===== src/rtl/ram_bist_if.sv =====
// RAM pin bundle between the BIST sequencer (master) and the single-port RAM (slave).
interface ram_bist_if #(
   parameter int unsigned ADDR_W = 10,
   parameter int unsigned DATA_W = 16
);
   logic [ADDR_W-1:0] ram_addr;
   logic [DATA_W-1:0] ram_din;
   logic              ram_rw;
   logic              ram_clr;
   logic [DATA_W-1:0] ram_dout;

   modport master (output ram_addr, ram_din, ram_rw, ram_clr, input ram_dout);
   modport slave  (input ram_addr, ram_din, ram_rw, ram_clr, output ram_dout);
endinterface


===== src/rtl/ram_bist.sv =====
// BIST sequencer: clear, zero-check, then pattern / inverse-pattern march over the RAM,
// recording the first mismatching address and the data read there.
module ram_bist #(
   parameter int unsigned       ADDR_W = 10,
   parameter int unsigned       DATA_W = 16,
   parameter logic [DATA_W-1:0] SEED   = DATA_W'(16'hA5C3)
) (
   input  logic              clk,
   input  logic              reset,
   input  logic              start,
   ram_bist_if.master        bus,
   output logic              busy,
   output logic              done,
   output logic              pass,
   output logic [ADDR_W-1:0] fail_addr,
   output logic [DATA_W-1:0] fail_data
);
   typedef enum logic [2:0] {
      S_IDLE, S_CLR, S_CHK0, S_WR, S_RD, S_WRI, S_RDI, S_DONE
   } state_t;

   localparam logic [ADDR_W-1:0] ADDR_MAX = {ADDR_W{1'b1}};

   function automatic logic [DATA_W-1:0] pat(input logic [ADDR_W-1:0] a);
      return SEED ^ {a[DATA_W-ADDR_W-1:0], a};
   endfunction

   state_t            state_q, state_d;
   logic [ADDR_W-1:0] cnt_q, cnt_d;
   logic              drain_q, drain_d;
   logic              pend_q, pend_d;
   logic [DATA_W-1:0] exp_q, exp_d;
   logic [ADDR_W-1:0] paddr_q, paddr_d;
   logic              busy_d, done_d, pass_d;
   logic [ADDR_W-1:0] fail_addr_d, ram_addr_d;
   logic [DATA_W-1:0] fail_data_d, ram_din_d;
   logic              ram_rw_d, ram_clr_d;
   logic              rd_state, desc, last, mismatch;

   // Compare the read issued last cycle against its registered expectation
   assign mismatch = pend_q && (bus.ram_dout != exp_q);
   assign rd_state = (state_q == S_CHK0) || (state_q == S_RD) || (state_q == S_RDI);
   assign desc     = (state_q == S_WRI) || (state_q == S_RDI);
   assign last     = desc ? (cnt_q == '0) : (cnt_q == ADDR_MAX);

   always_ff @(posedge clk or negedge reset) begin
      if (!reset) begin
         state_q      <= S_IDLE;
         cnt_q        <= '0;
         drain_q      <= 1'b0;
         pend_q       <= 1'b0;
         exp_q        <= '0;
         paddr_q      <= '0;
         busy         <= 1'b0;
         done         <= 1'b0;
         pass         <= 1'b0;
         fail_addr    <= '0;
         fail_data    <= '0;
         bus.ram_addr <= '0;
         bus.ram_din  <= '0;
         bus.ram_rw   <= 1'b1;
         bus.ram_clr  <= 1'b0;
      end else begin
         state_q      <= state_d;
         cnt_q        <= cnt_d;
         drain_q      <= drain_d;
         pend_q       <= pend_d;
         exp_q        <= exp_d;
         paddr_q      <= paddr_d;
         busy         <= busy_d;
         done         <= done_d;
         pass         <= pass_d;
         fail_addr    <= fail_addr_d;
         fail_data    <= fail_data_d;
         bus.ram_addr <= ram_addr_d;
         bus.ram_din  <= ram_din_d;
         bus.ram_rw   <= ram_rw_d;
         bus.ram_clr  <= ram_clr_d;
      end
   end

   // Next state; RAM pins are derived from the next state so they line up with it
   always_comb begin
      state_d     = state_q;
      cnt_d       = cnt_q;
      drain_d     = 1'b0;
      busy_d      = busy;
      done_d      = done;
      pass_d      = pass;
      fail_addr_d = fail_addr;
      fail_data_d = fail_data;

      case (state_q)
         S_IDLE, S_DONE: begin
            if (start) begin
               state_d     = S_CLR;
               cnt_d       = '0;
               busy_d      = 1'b1;
               done_d      = 1'b0;
               pass_d      = 1'b0;
               fail_addr_d = '0;
               fail_data_d = '0;
            end
         end
         S_CLR: begin
            state_d = S_CHK0;
            cnt_d   = '0;
         end
         S_CHK0, S_RD, S_RDI: begin
            if (mismatch) begin
               state_d     = S_DONE;
               busy_d      = 1'b0;
               done_d      = 1'b1;
               pass_d      = 1'b0;
               fail_addr_d = paddr_q;
               fail_data_d = bus.ram_dout;
            end else if (drain_q) begin
               if (state_q == S_CHK0) begin
                  state_d = S_WR;
                  cnt_d   = '0;
               end else if (state_q == S_RD) begin
                  state_d = S_WRI;
                  cnt_d   = ADDR_MAX;
               end else begin
                  state_d = S_DONE;
                  busy_d  = 1'b0;
                  done_d  = 1'b1;
                  pass_d  = 1'b1;
               end
            end else if (last) begin
               drain_d = 1'b1;
            end else begin
               cnt_d = desc ? cnt_q - ADDR_W'(1) : cnt_q + ADDR_W'(1);
            end
         end
         S_WR, S_WRI: begin
            if (last) begin
               state_d = (state_q == S_WR) ? S_RD : S_RDI;
               cnt_d   = (state_q == S_WR) ? '0 : ADDR_MAX;
            end else begin
               cnt_d = desc ? cnt_q - ADDR_W'(1) : cnt_q + ADDR_W'(1);
            end
         end
         default: state_d = S_IDLE;
      endcase

      ram_addr_d = cnt_d;
      ram_rw_d   = !((state_d == S_WR) || (state_d == S_WRI));
      ram_clr_d  = (state_d == S_CLR);
      ram_din_d  = (state_d == S_WR)  ? pat(cnt_d)  :
                   (state_d == S_WRI) ? ~pat(cnt_d) : '0;

      pend_d  = rd_state && !drain_q && !mismatch;
      paddr_d = cnt_q;
      case (state_q)
         S_RD:    exp_d = pat(cnt_q);
         S_RDI:   exp_d = ~pat(cnt_q);
         default: exp_d = '0;
      endcase
   end
endmodule


===== src/flat_wrapper.sv =====
// flat-port wrapper written by rule: the top's interface ports become plain ports
module ram_bist_flat 
#(
   parameter int unsigned       ADDR_W = 10,
   parameter int unsigned       DATA_W = 16,
   parameter logic [DATA_W-1:0] SEED   = DATA_W'(16'hA5C3)
)
  (clk, reset, start, busy, done, pass, fail_addr, fail_data, bus_ram_addr, bus_ram_din, bus_ram_rw, bus_ram_clr, bus_ram_dout);
  ram_bist_if #(.ADDR_W(ADDR_W), .DATA_W(DATA_W)) bus_i ();
  input  logic clk;
  input  logic reset;
  input  logic start;
  output logic busy;
  output logic done;
  output logic pass;
  output logic [ADDR_W-1:0] fail_addr;
  output logic [DATA_W-1:0] fail_data;
  output wire logic [$bits(bus_i.ram_addr)-1:0] bus_ram_addr;
  output wire logic [$bits(bus_i.ram_din)-1:0] bus_ram_din;
  output wire logic [$bits(bus_i.ram_rw)-1:0] bus_ram_rw;
  output wire logic [$bits(bus_i.ram_clr)-1:0] bus_ram_clr;
  input wire logic [$bits(bus_i.ram_dout)-1:0] bus_ram_dout;
  assign bus_ram_addr = bus_i.ram_addr;
  assign bus_ram_din = bus_i.ram_din;
  assign bus_ram_rw = bus_i.ram_rw;
  assign bus_ram_clr = bus_i.ram_clr;
  assign bus_i.ram_dout = bus_ram_dout;
  ram_bist #(.ADDR_W(ADDR_W), .DATA_W(DATA_W), .SEED(SEED)) u_core (.clk(clk), .reset(reset), .start(start), .bus(bus_i), .busy(busy), .done(done), .pass(pass), .fail_addr(fail_addr), .fail_data(fail_data));
endmodule

===== config.mk =====
export PLATFORM = sky130hd
export DESIGN_NAME = ram_bist_flat
export DESIGN_NICKNAME = d
export VERILOG_FILES = /design/src/rtl/ram_bist_if.sv /design/src/rtl/ram_bist.sv /design/src/flat_wrapper.sv
export SDC_FILE = /design/constraint.sdc
export NUM_CORES = 1
export LEC_CHECK = 0
export BUFFER_PORTS_ARGS = -buffer_cell sky130_fd_sc_hd__buf_2
export CAP_MARGIN = 10
export CORE_UTILIZATION = 51
export CTS_BUF_LIST = sky130_fd_sc_hd__clkbuf_16
export DETAILED_ROUTE_END_ITERATION = 8
export MAX_ROUTING_LAYER = met4
export PLACE_DENSITY = 0.87
export SLEW_MARGIN = 0
export SYNTH_ARGS = -nofsm -noshare
export SYNTH_HDL_FRONTEND = slang
export SYNTH_SLANG_ARGS = --single-unit
export TNS_END_PERCENT = 30

===== constraint.sdc =====
create_clock -name clk -period 3 [get_ports clk]
set_clock_uncertainty 0.1 [all_clocks]
set_input_delay 0.3 -clock clk [delete_from_list [all_inputs] [get_ports clk]]
set_output_delay 0.3 -clock clk [all_outputs]
set_load 0.01 [all_outputs]

==> impl_metrics.ini <==
[clocking]
root_buffer = clkbuf_16
clk_pin_slew_ns = 0.07
clock_sinks = 82
numCtsBuffers = 9
cts_max_level = 3
cts_hold_buf = 0
cts_tree = built
clock_latency_ns = 0.35
clk_path_buf_depth = 2

[synthesis]
syn_nets = 505
synth_seq_cells = 82
synthesis.area_um2 = 4440
synth_edf_count = 0
synthFlopType = dfrtp_1
ys_seq_area_share_pct = 46.2
yosysUniqueCellTypes = 63
synth_cells = 476
syn_avg_cell_area_um2 = 9.33
synthArstFlopShare_pct = 100
synth_warnings = 0

[timing]
relSlewSlack_pct = 33.8
min_period_over_period_pct = 97.8
tightestPinTransition_ns = 0.993
slew_violations = 0
setup_violations = 0
timing.final.hold_violations = 0
finalWorstSetupSlack_ns = 0.0650
fin_crit_ns = 2.94
max_freq_mhz = 341

[power]
power_mw = 6.53
ir_drop_v = 0.000589
p_per_area_nw_per_um2 = 1230
power.leakage_nw = 2.56

[global_routing]
grt_pass1_wl_um = 18400
antenna_found_initial = 0
grt_pass1_vias = 3595
grt.total_usage_pct = 28.3
grt_overflow = 0
grt_max_degree = 83

[floorplan]
ioPinCount = 76
fp-row-count = 33
start_util_pct = 53.3
die_w_um = 95.3
chipHeight_um = 95.3
core_um2 = 8340
die-area_um2 = 9090

[critical_path]
cp_data_required_time_ns = 3.17
arrival_ns = 3.10
setup.worst_path.start_class = flop
end_kind = flop
crit_type = reg2reg
path_max_fanout = 7
critPathSlowestCell = or4_1
cp_cell_sequence = xnor2_2, nor2_4, ha_1, a211oi_1, o21ai_1, nor3b_1, or4_1, o211a_1, o211ai_2, mux2i_1
slowest_delay_ns = 0.52

[detailed_routing]
wirelength_um = 11900
drtIter0Drc = 344
first_pass_iters = 6
ant_nets = 0
drc = 0
via_count = 3873
viasPerCell = 5.83
wl_per_cell_um = 17.8

[place]
place_ws_ns = 0.0700
dpl.hpwl_um = 8370
gp_congestion = 0.989
placedCellCount = 648
io_buffers = 75

[layout]
fin_nets = 583
multi_input_area_um2 = 2220
stdcell_count = 664
area_delta_synth_final_pct = 19.5
antennaDiodeCount = 0
regArea_um2 = 2050
fillers = 682
postLayoutCoreUtil_pct = 63.7
drive_gt1_share_pct = 23.3

[min_path]
hp-class = in2async

[flow_run]
drv_cap = 0

[outcome]
run_status = completed
-- worst max-delay path, delay by kind of cell (launching register included) --
family | cells | cell delay (ns)
AO/OA/AOI/OAI | 4 | 0.78
XOR/XNOR | 1 | 0.18
adder cells (fa/ha/maj) | 1 | 0.28
flip-flops | 1 | 0.42
multiplexers | 1 | 0.22
AND/OR/NAND/NOR | 3 | 0.87
-- worst paths after layout --
check	start	to	slack, ns	cells after the start
hold reg to reg	u_core.fail_data[1]$_DFFE_PN0P_	u_core.fail_data[1]$_DFFE_PN0P_	0.38	2
setup reg to reg	u_core.state_q[1]$_DFF_PN0_	u_core.bus.ram_din[9]$_DFF_PN0_	0.06	10
hold / removal	reset	u_core.fail_addr[0]$_DFFE_PN0P_	0.02	1
setup / recovery	u_core.state_q[1]$_DFF_PN0_	u_core.bus.ram_din[9]$_DFF_PN0_	0.06	10
max in group asynchronous	reset	u_core.bus.ram_addr[2]$_DFF_PN0_	2.15	1
min in group clk	bus_ram_dout[11]	u_core.fail_data[11]$_DFFE_PN0P_	0.11	3
-- final cells by class --
type | instances | area share, %
Timing Repair Buffer | 97 | 10.5
Inverter | 12 | 0.848
Sequential cell | 82 | 38.7
Clock buffer | 9 | 4.24
Clock inverter | 7 | 1.58
Multi-Input combinational cell | 352 | 41.7
Tap cell | 105 | 2.47
-- metrics by stage --
step                cell area (µm²)  hold slack [ns]  TNS (ns)
floorplan                      4450          -0.0956         0
global placement               4990            0.357         0
detailed placement             4990            0.364         0
CTS                            5300           0.0630         0
global route                   5310            0.111   -0.0129
finish                         5310           0.0157         0
-- logic make-up (layout without fill, tap and decap cells) --
family | after synthesis | after routing | synth area share, %
AO/OA/AOI/OAI | 138 | 138 | 20.5
AND/OR/NAND/NOR | 163 | 163 | 17.0
XOR/XNOR | 27 | 27 | 5.49
multiplexers | 14 | 14 | 3.15
buffers and inverters | 42 | 125 | 4.62
adder cells (fa/ha/maj) | 10 | 10 | 2.99
flip-flops | 82 | 82 | 46.2
-- cell usage after synthesis, types with 6 or more instances --
library cell / count / area (µm²)
nor2_1: 32 / 120
xor2_1: 7 / 61.3
a21oi_1: 25 / 125
buf_4: 10 / 75.1
nand4_1: 7 / 43.8
nand3_1: 9 / 45.0
xnor2_1: 19 / 166
clkbuf_1: 10 / 37.5
buf_2: 6 / 30.0
inv_1: 11 / 41.3
dfrtp_1: 81 / 2030
nand2b_1: 7 / 43.8
nor3_1: 11 / 55.1
o21ai_0: 48 / 240
a22oi_1: 6 / 45.0
mux2i_1: 14 / 140
ha_1: 9 / 113
nand2_1: 70 / 263
a21o_1: 8 / 60.1
-- sequential cells by signal, indices dropped and copies added, names as in the netlist --
register and flops:
u_core.bus.ram_rw 1, u_core.paddr_q 10, u_core.bus.ram_clr 1, u_core.bus.ram_din 13, u_core.bus.ram_addr 10, u_core.exp_q 13
u_core.done 1, u_core.pass 1, u_core.fail_addr 10, u_core.busy 1, u_core.fail_data 16, u_core.drain_q 1
u_core.state_q 3, u_core.pend_q 1
-- cell usage in the layout (no fill, tap or decap), types with 4 or more instances in the layout --
| master | netlist | routed |
|---|---|---|
| a21o_1 | 8 | 8 |
| nor2_1 | 32 | 31 |
| a22oi_1 | 6 | 6 |
| nor2b_1 | 4 | 4 |
| a211oi_1 | 5 | 5 |
| a21oi_1 | 25 | 25 |
| mux2i_1 | 14 | 14 |
| xor2_1 | 7 | 7 |
| ha_1 | 9 | 9 |
| o21ai_1 | 3 | 4 |
| nor3_1 | 11 | 11 |
| buf_2 | 6 | 74 |
| xnor2_1 | 19 | 18 |
| dfrtp_1 | 81 | 81 |
| o211ai_1 | 4 | 4 |
| clkbuf_16 | 0 | 9 |
| o21ai_0 | 48 | 47 |
| inv_1 | 11 | 11 |
| and2_1 | 5 | 5 |
| nand3_1 | 9 | 9 |
| nand2_1 | 70 | 70 |
| nand2b_1 | 7 | 7 |
| nand4_1 | 7 | 7 |
| buf_4 | 10 | 22 |
-- routing by layer --
| metal | track usage [%] | wire length [µm] |
|---|---|---|
| met5 | - | 0 |
| met4 | 11.9 | 332 |
| met3 | 6.06 | 762 |
| met2 | 44.1 | 5500 |
| met1 | 35.6 | 5250 |
-- report_power, final --
group / switching [mW] / internal, mW
Combinational: 2.11 / 1.44
Clock: 0.499 / 0.661
Sequential: 0.289 / 1.53
Total: 2.90 / 3.63
-- timing repair --
action                                  in CTS  in global routing
hold endpoints to repair                     0                  0
endpoints found under the setup margin       0                 14
buffers inserted                             0                  0
resized for setup                            0                  3
Note: power is estimated with default switching activity, not from simulation.
